$ cat src/rtl/zed_bounce_pkg.sv
// Shared types and constants for the contact-bounce generator.
package zed_bounce_pkg;

  typedef enum logic {
    IDLE = 1'b0,
    GAP  = 1'b1
  } bounce_state_t;

  localparam int              LFSR_WIDTH = 16;
  localparam logic [15:0]     LFSR_TAPS  = 16'hB400;

  // Per-channel seed: base seed XOR channel index, never the all-zero lock-up state.
  function automatic logic [LFSR_WIDTH-1:0] channel_seed(
    input logic [LFSR_WIDTH-1:0] seed,
    input logic [LFSR_WIDTH-1:0] index
  );
    logic [LFSR_WIDTH-1:0] s;
    s = seed ^ index;
    if (s == '0) s = 16'h0001;
    return s;
  endfunction

endpackage

$ cat src/rtl/zed_bounce_channel.sv
// One bounce-emulation channel: free-running LFSR, burst FSM, gap and edge counters.
//
// state | meaning
// IDLE  | output settled; a level mismatch launches the first edge of a burst
// GAP   | mid-burst; waiting out the current gap before the next glitch edge
module zed_bounce_channel
  import zed_bounce_pkg::*;
#(
  parameter int                    TOGGLE_WIDTH = 4,
  parameter int                    GAP_WIDTH    = 12,
  parameter logic [LFSR_WIDTH-1:0] SEED         = 16'hACE1
) (
  input  logic                    clock,
  input  logic                    reset,
  input  logic                    enable,
  input  logic                    level,
  input  logic [TOGGLE_WIDTH-1:0] glitch_count,
  input  logic [GAP_WIDTH-1:0]    interval_mask,
  output logic                    bounce,
  output logic                    busy
);

  localparam logic [GAP_WIDTH:0]    GAP_ONE  = 1;
  localparam logic [TOGGLE_WIDTH:0] EDGE_ONE = 1;

  bounce_state_t            state, state_next;
  logic [LFSR_WIDTH-1:0]    lfsr, lfsr_next;
  logic [GAP_WIDTH:0]       gap_cnt, gap_next, gap_load;
  logic [TOGGLE_WIDTH:0]    edges_left, edges_next;
  logic                     bounce_next, busy_next;

  // Gap length drawn from the current LFSR state; 1..2^GAP_WIDTH cycles.
  assign gap_load  = {1'b0, (lfsr[GAP_WIDTH-1:0] & interval_mask)} + GAP_ONE;
  assign lfsr_next = {1'b0, lfsr[LFSR_WIDTH-1:1]} ^ (lfsr[0] ? LFSR_TAPS : '0);

  // State, counters, LFSR and registered outputs.
  always_ff @(posedge clock or posedge reset) begin
    if (reset) begin
      state      <= IDLE;
      lfsr       <= SEED;
      gap_cnt    <= '0;
      edges_left <= '0;
      bounce     <= 1'b0;
      busy       <= 1'b0;
    end else begin
      state      <= state_next;
      lfsr       <= lfsr_next;
      gap_cnt    <= gap_next;
      edges_left <= edges_next;
      bounce     <= bounce_next;
      busy       <= busy_next;
    end
  end

  // Next-state logic; disable overrides everything and forces pass-through.
  always_comb begin
    state_next  = state;
    gap_next    = gap_cnt;
    edges_next  = edges_left;
    bounce_next = bounce;
    busy_next   = busy;
    if (!enable) begin
      state_next  = IDLE;
      gap_next    = '0;
      edges_next  = '0;
      bounce_next = level;
      busy_next   = 1'b0;
    end else begin
      case (state)
        IDLE: begin
          busy_next = 1'b0;
          if (level != bounce) begin
            bounce_next = ~bounce;
            edges_next  = {glitch_count, 1'b0};
            if (glitch_count != '0) begin
              gap_next   = gap_load;
              state_next = GAP;
              busy_next  = 1'b1;
            end
          end
        end
        GAP: begin
          if (gap_cnt <= GAP_ONE) begin
            bounce_next = ~bounce;
            edges_next  = edges_left - EDGE_ONE;
            gap_next    = gap_load;
            if (edges_left <= EDGE_ONE) begin
              state_next = IDLE;
              busy_next  = 1'b0;
              gap_next   = '0;
            end
          end else begin
            gap_next = gap_cnt - GAP_ONE;
          end
        end
        default: begin
          state_next = IDLE;
          busy_next  = 1'b0;
        end
      endcase
    end
  end

endmodule

$ cat src/rtl/zed_bounce_generator.sv
// Contact-bounce emulator for the switch and button channels; one independent channel per input.
module zed_bounce_generator
  import zed_bounce_pkg::*;
#(
  parameter int                    CHANNEL_COUNT = 13,
  parameter int                    TOGGLE_WIDTH  = 4,
  parameter int                    GAP_WIDTH     = 12,
  parameter logic [LFSR_WIDTH-1:0] LFSR_SEED     = 16'hACE1
) (
  input  logic                     i_clock,
  input  logic                     i_reset,
  input  logic                     i_enable,
  input  logic [CHANNEL_COUNT-1:0] i_level,
  input  logic [TOGGLE_WIDTH-1:0]  i_glitch_count,
  input  logic [GAP_WIDTH-1:0]     i_interval_mask,
  output logic [CHANNEL_COUNT-1:0] o_bounce,
  output logic [CHANNEL_COUNT-1:0] o_busy
);

  for (genvar k = 0; k < CHANNEL_COUNT; k++) begin : g_channel
    zed_bounce_channel #(
      .TOGGLE_WIDTH (TOGGLE_WIDTH),
      .GAP_WIDTH    (GAP_WIDTH),
      .SEED         (channel_seed(LFSR_SEED, LFSR_WIDTH'(k)))
    ) u_channel (
      .clock         (i_clock),
      .reset         (i_reset),
      .enable        (i_enable),
      .level         (i_level[k]),
      .glitch_count  (i_glitch_count),
      .interval_mask (i_interval_mask),
      .bounce        (o_bounce[k]),
      .busy          (o_busy[k])
    );
  end

endmodule

$ cat config.mk
export PLATFORM = sky130hd
export DESIGN_NAME = zed_bounce_generator
export DESIGN_NICKNAME = d
export VERILOG_FILES = /design/src/rtl/zed_bounce_pkg.sv /design/src/rtl/zed_bounce_channel.sv /design/src/rtl/zed_bounce_generator.sv
export SDC_FILE = /design/constraint.sdc
export NUM_CORES = 1
export LEC_CHECK = 0
export ABC_AREA = 1
export CORE_MARGIN = 2
export CORE_UTILIZATION = 45
export CTS_CLUSTER_SIZE = 40
export DETAILED_ROUTE_END_ITERATION = 8
export GPL_TIMING_DRIVEN = 0
export PLACE_DENSITY = 0.59
export SLEW_MARGIN = 20
export SYNTH_ARGS = -nofsm -noshare
export SYNTH_HDL_FRONTEND = slang
export SYNTH_SLANG_ARGS = --single-unit
$ cat constraint.sdc
create_clock -name i_clock -period 30.1 [get_ports i_clock]
set_input_delay 6.02 -clock i_clock [delete_from_list [all_inputs] [get_ports i_clock]]
set_output_delay 6.02 -clock i_clock [all_outputs]
set_load 0.05 [all_outputs]
==> flow_summary.toml, run 1 <==
[global_route]
first_global_vias = 24200
grt_usage = 0.243
grt_max_degree = 101
antenna_found_initial = 2
grt_pass1_wl_um = 130000
grt_overflow_total = 0

[setup_path]
regToRegSetupSlack_ps = 27900
critical_path_class = "primary input to flop"
slowest_stage = "clkdlybuf4s50_1"
arrival_ps = 9150
crit_path_max_fanout = 10
crit_required_ps = 30640
worstSetupEndpointType = "flop"
path_cells = "clkdlybuf4s50_1, buf_2, buf_2, nand2_1, o22ai_1, nand2_1, o21ai_0"
crit_path_start_kind = "primary input"
max_stage_delay_ps = 830

[yosys]
netlist_area_um2 = 29600
synth_fp_nets = 4302
syn_area_per_cell_um2 = 7.03
synthSimpleGateAreaFrac = 0.374
muxShareOfSynthArea = 0
synth_compound_area_frac = 0.0523
synthCells = 4205
synth_top_area_share = 0.310
yosys.area_share.adder = 0.0275
synth-seq-cells = 481
synth-edff-count = 0
synth_top_cell_by_area = "dfrtp_1"
synth_top_family_by_area = "simple AND/OR/NAND/NOR gates"
synth-xor-area-share = 0.0613
yosysSeqAreaShare = 0.412
ys.flop_type = "dfrtp_1"
async_reset_ff_frac = 1.00
ys_types = 42
synth_area_leaders = "dfrtp_1, nand2_1, dfstp_2, nor2_1, nand3_1"
yosysWarnings = 0

[outcome]
status = "completed"

[sta]
fin_crit_sh = 0.286
hold_viol_final = 0
fmax_mhz = 116
hold_slack_ps = 349
drv_slew = 0
skew_ps = 20.8
max-slew-margin-rel = 0.394
setup_tns_ps = 0
setup_viol = 0
rsz0062_at_grt = "no"
period_minus_slack_ps = 8610
worst-slew-pin-transition_ps = 907

[die]
initial_utilization = 0.457
die_x_um = 260
ioPinCount = 58
dieHeight_um = 260
rows = 93
coreArea_um2 = 64700
dieArea_um2 = 67800

[clock_tree]
cts_root_buf = "clkbuf_16"
path_clk_slew_ps = 60
cts_buffer_depth = 3
cts_num_sinks = 481
htreeDepth = 2
ctsHoldBuffers = 0
postCtsSetupBuffers = 0
cts_buffers = 57
tritoncts = "built"
ctsResizeCount = 0
insertion_delay_ps = 630

[placed_design]
hpwl_um = 57600
portBuffers = 56
gp_congestion = 0.872

[pwr]
p_leak_nw = 18.1
p_int_w = 0.00183
p_sw_frac = 0.462
p_per_area_nw_per_um2 = 102
seqPwrFrac = 0.271
power_frac_comb = 0.516
clockPowerShare = 0.213
vdd_drop_max_mv = 0.0545
power_switching_w = 0.00157

[detailed_routing]
drt_wl_total_um = 81500
via_per_inst = 4.99
vias = 26100
drc = 0
wire_per_inst_um = 15.6
drt_pre_antenna_iters = 6
drtAntennaViolNets = 0
drtIter0Drc = 1746

[layout]
layout.nets = 4423
layout-drive-gt1-share = 0.0993
n_fill_cell = 6597
area_growth_syn_to_layout_pct = 12.7
insertedDiodeCount = 0
multi_input_area_um2 = 15200
regArea_um2 = 12200

[worst_hold_path]
hold_path.class = "flop to flop"

[job]
maxCapViolCount = 0
-- power groups by stage --
stage / Sequential, W / Clock (W) / Combinational [W]
after detailed placement: 0.000928 / 0 / 0.00174
final: 0.000923 / 0.000724 / 0.00175
after global routing: 0.000944 / 0.000770 / 0.00202
after CTS: 0.000921 / 0.000741 / 0.00175
after global placement: 0.000930 / 0 / 0.00173
after floorplan: 0.000890 / 0 / 0.00139
-- state kept, by name, indices dropped and copies added, names as in the netlist --
register	flops
g_channel.u_channel.bounce	13
g_channel.u_channel.edges_left	65
g_channel.u_channel.state	13
g_channel.u_channel.busy	13
g_channel.u_channel.lfsr	208
g_channel.u_channel.gap_cnt	169
-- metrics by stage --
step	power, W	std cells	utilization	area, um2	worst slack [ps]
2_1_floorplan	0.00228	4205	-	29600	10850
3_3_place_gp	0.00266	5116	0.482	31200	4400
3_5_place_dp	0.00267	5122	0.485	31400	20800
4_1_cts	0.00341	5227	0.515	33300	21440
5_1_grt	0.00373	5227	0.515	33300	21460
6_report	0.00340	5227	0.515	33300	21490
-- per-layer routing --
metal | up-vias | global-route usage | wire (um) | share of wire
met5 | - | 0 | 0 | 0
met4 | 0 | 0.0552 | 1590 | 0.019
met3 | 93 | 0.0296 | 4350 | 0.053
met2 | 497 | 0.372 | 35300 | 0.43
met1 | 12200 | 0.365 | 40300 | 0.49
li1 | 13300 | - | - | -
-- cells in the final DEF, fill, tap and decap left out, types with 38 or more instances in the layout --
master,n
inv_1,391
dfstp_2,114
o21ai_0,159
xnor2_1,60
nand4_1,42
nor2_2,38
nand2_1,1658
buf_4,45
ha_1,65
dfrtp_1,367
xor2_1,147
nor2_1,456
a21oi_1,52
nand3_1,331
clkdlybuf4s50_1,56
clkbuf_16,57
-- synth_stat cells (5+ instances only) --
| master | count |
|---|---|
| xnor2_1 | 60 |
| o22ai_1 | 23 |
| buf_2 | 29 |
| nor3_1 | 24 |
| nor2_2 | 38 |
| buf_6 | 6 |
| o21bai_1 | 7 |
| o211ai_1 | 12 |
| clkbuf_1 | 18 |
| or2_0 | 9 |
| or2_2 | 11 |
| o21ai_0 | 159 |
| dfrtp_1 | 367 |
| dfstp_2 | 114 |
| nand3_1 | 331 |
| nand2_2 | 37 |
| a21oi_1 | 52 |
| nand2_4 | 6 |
| nand4_1 | 42 |
| buf_4 | 45 |
| o21ai_1 | 23 |
| nor2_4 | 17 |
| nand3_2 | 5 |
| nor2_1 | 456 |
| inv_2 | 16 |
| nand3b_1 | 12 |
| ha_1 | 65 |
| nand2_1 | 1658 |
| xor2_1 | 147 |
| inv_1 | 392 |
-- cells by family (layout without fill, tap and decap cells) --
kind of cell / count (synthesis) / count (layout)
adders and majority gates: 65 / 65
and+or+nand+nor: 2658 / 2658
buffers and inverters: 507 / 674
AOI/OAI and AO/OA: 287 / 287
xor gates and xnor gates: 207 / 207
DFF: 481 / 481
-- critical path, delay by kind of cell --
family	cells	cell delay [ps]
simple gates	2	760
buf+inv	3	1850
compound gates	2	480
-- cell type report --
cell class	count	area share
buffer	99	0.0188
clock buffer	80	0.0487
clock inverter	25	0.0101
inverter	408	0.0461
multi-input combinational	3217	0.457
sequential	481	0.365
tap	855	0.0321
timing repair buffer	62	0.0218
-- path summary, 6_finish.rpt --
path                                                           start                                          endpoint  cells after the start
min                        g_channel[4].u_channel.lfsr[12]$_DFF_PP0_         g_channel[4].u_channel.lfsr[11]$_DFF_PP1_                      0
max                                                         i_enable  g_channel[7].u_channel.edges_left[4]$_DFFE_PP0P_                      7
max in group asynchronous                                    i_reset          g_channel[7].u_channel.lfsr[1]$_DFF_PP1_                      4
min in group asynchronous                                    i_reset    g_channel[2].u_channel.gap_cnt[11]$_DFFE_PP0P_                      2
min reg2reg                g_channel[4].u_channel.lfsr[12]$_DFF_PP0_         g_channel[4].u_channel.lfsr[11]$_DFF_PP1_                      0
max reg2reg                g_channel[12].u_channel.lfsr[0]$_DFF_PP1_   g_channel[12].u_channel.gap_cnt[12]$_DFFE_PP0P_                     12
No activity file was read; power rests on OpenSTA's default activity.
==> run 2: changes to the inputs <==
==> constraint.sdc (replaced) <==
create_clock -name i_clock -period 8.95 [get_ports i_clock]
set_input_delay 1.79 -clock i_clock [delete_from_list [all_inputs] [get_ports i_clock]]
set_output_delay 1.79 -clock i_clock [all_outputs]
set_load 0.05 [all_outputs]
==> run 2 against run 1 <==
Sequential power grew to 3.4 times the previous value. First-iteration DRC count grew 9.0%. Final area grew 0.79%. Critical endpoint is now g_channel[6].u_channel.edges_left[4]$_DFFE_PP0P_. Register-to-register slack lost 21000 ps. Largest power group unchanged. Largest cell class unchanged. Critical path depth is the same. Clock power grew to 3.5 times the previous value.
==> flow_summary.toml, run 2 (synthesized netlist as in run 1, its figures left out) <==
[sta]
layout_setup_ws_ps = 4440
drv_slew = 0
fin_crit_sh = 0.504
hold_viol_final = 0
worst-slew-pin-transition_ps = 1060
period_minus_slack_ps = 4510
skew_ps = 13.2
setup_viol = 0
rsz0062_at_grt = "no"
fmax_mhz = 222
hold_slack_ps = 350
max-slew-margin-rel = 0.294

[placed_design]
place_inst = 5133
hpwl_um = 58500
dpl_worst_slack_ps = 3820
portBuffers = 56
gp_congestion = 0.875

[die]
dieHeight_um = 260
die_x_um = 260
coreArea_um2 = 64700
ioPinCount = 58
initial_utilization = 0.457
rows = 93
dieArea_um2 = 67800

[layout]
area_growth_syn_to_layout_pct = 13.6
final_cells = 5238
reg.largest.list = "g_channel.u_channel.lfsr x208, g_channel.u_channel.gap_cnt x169, g_channel.u_channel.edges_left x65"
regMostFlops = "g_channel.u_channel.lfsr"
n_fill_cell = 6476
layout_common_cells = "nand2_1, nor2_1, inv_1"
layout.nets = 4434
largest_reg_flops = 208
final_common_cell = "nand2_1"
layout-drive-gt1-share = 0.103
insertedDiodeCount = 0

[detailed_routing]
drtAntennaViolNets = 0
wire_per_inst_um = 15.6
via_per_inst = 4.99
drtIter0Drc = 1903
drt_wl_total_um = 81900
vias = 26200
drc = 0
drt_pre_antenna_iters = 7

[worst_hold_path]
min-delay-start = "g_channel[2].u_channel.lfsr[12]$_DFF_PP0_"
hold_path.class = "flop to flop"

[setup_path]
crit_path_start_kind = "primary input"
regToRegSetupSlack_ps = 6750
arrival_ps = 5030
worstSetupEndpointType = "flop"
startpoint = "i_enable"
critical_path_class = "primary input to flop"
crit_path_max_fanout = 10
crit_required_ps = 9470
worstReg2RegStart = "g_channel[12].u_channel.lfsr[0]$_DFF_PP1_"

[global_route]
antenna_found_initial = 2
grt_overflow_total = 0
grt_usage = 0.245
grt_pass1_wl_um = 131000
grt_max_degree = 34
first_global_vias = 24500

[pwr]
totalPowerFinal_w = 0.0115
p_leak_nw = 18.2
vdd_drop_max_mv = 0.177
p_per_area_nw_per_um2 = 342

[clock_tree]
path_clk_slew_ps = 60
cts_buffers = 57
postCtsSetupBuffers = 0
ctsHoldBuffers = 0
cts_root_buf = "clkbuf_16"
htreeDepth = 2
insertion_delay_ps = 610
ctsResizeCount = 0
tritoncts = "built"
cts_num_sinks = 481
cts_buffer_depth = 3

[job]
maxCapViolCount = 0

[outcome]
status = "completed"
run 2: cell types whose count changed in the layout (fill, tap and decap cells not counted), moves of 4 or more:
cell	change
buf_12	+13
bufinv_16	+4
clkinvlp_4	+4
clkbuf_8	-5
clkbuf_1	-8
clkinv_2	+9
run 2: where the power goes:
part           leakage, nW  internal (W)  switching [W]  total [W]
clock                0.978       0.00153       0.000973    0.00251
combinational         11.1       0.00208        0.00382    0.00590
sequential            6.12       0.00262       0.000482    0.00310
total                 18.2       0.00623        0.00528     0.0115
run 2: worst max-delay path, cell delays in order:
cell	delay [ps]
clkdlybuf4s50_1	810
buf_2	510
buf_2	510
nand2_1	770
o21ai_0	420
nand2_1	80
o21ai_0	90
run 2: cell type report:
cell class | count | area (um2) | share of cell area
multi-input cells | 3217 | 15200 | 0.454
flip-flops and latches | 481 | 12200 | 0.362
repair buffers | 73 | 931 | 0.0277
clock inverters | 38 | 499 | 0.0149
plain buffers | 99 | 628 | 0.0187
well taps | 855 | 1070 | 0.0318
clock buffers | 67 | 1520 | 0.0453
inverters | 408 | 1540 | 0.0457
run 2: through the flow:
| stage | setup TNS [ps] | util | area, um2 |
|---|---|---|---|
| 2_1_floorplan | 0 | - | 29600 |
| 3_3_place_gp | -997710 | 0.482 | 31200 |
| 3_5_place_dp | 0 | 0.488 | 31600 |
| 4_1_cts | 0 | 0.520 | 33600 |
| 5_1_grt | 0 | 0.520 | 33600 |
| 6_report | 0 | 0.520 | 33600 |
run 2: path summary, 6_finish.rpt:
kind | end | cells after the start
max | g_channel[6].u_channel.edges_left[4]$_DFFE_PP0P_ | 7
min | g_channel[2].u_channel.lfsr[11]$_DFF_PP1_ | 0
max reg2reg | g_channel[12].u_channel.gap_cnt[12]$_DFFE_PP0P_ | 12
min reg2reg | g_channel[2].u_channel.lfsr[11]$_DFF_PP1_ | 0
max in group asynchronous | g_channel[1].u_channel.lfsr[10]$_DFF_PP1_ | 9
min in group asynchronous | g_channel[2].u_channel.lfsr[12]$_DFF_PP0_ | 2
run 2: per-layer routing:
metal | global-route usage | part of all wire | vias up
met5 | 0 | 0 | -
met4 | 0.0616 | 0.023 | 0
met3 | 0.0328 | 0.052 | 106
met2 | 0.376 | 0.43 | 542
met1 | 0.364 | 0.50 | 12100
li1 | - | - | 13400
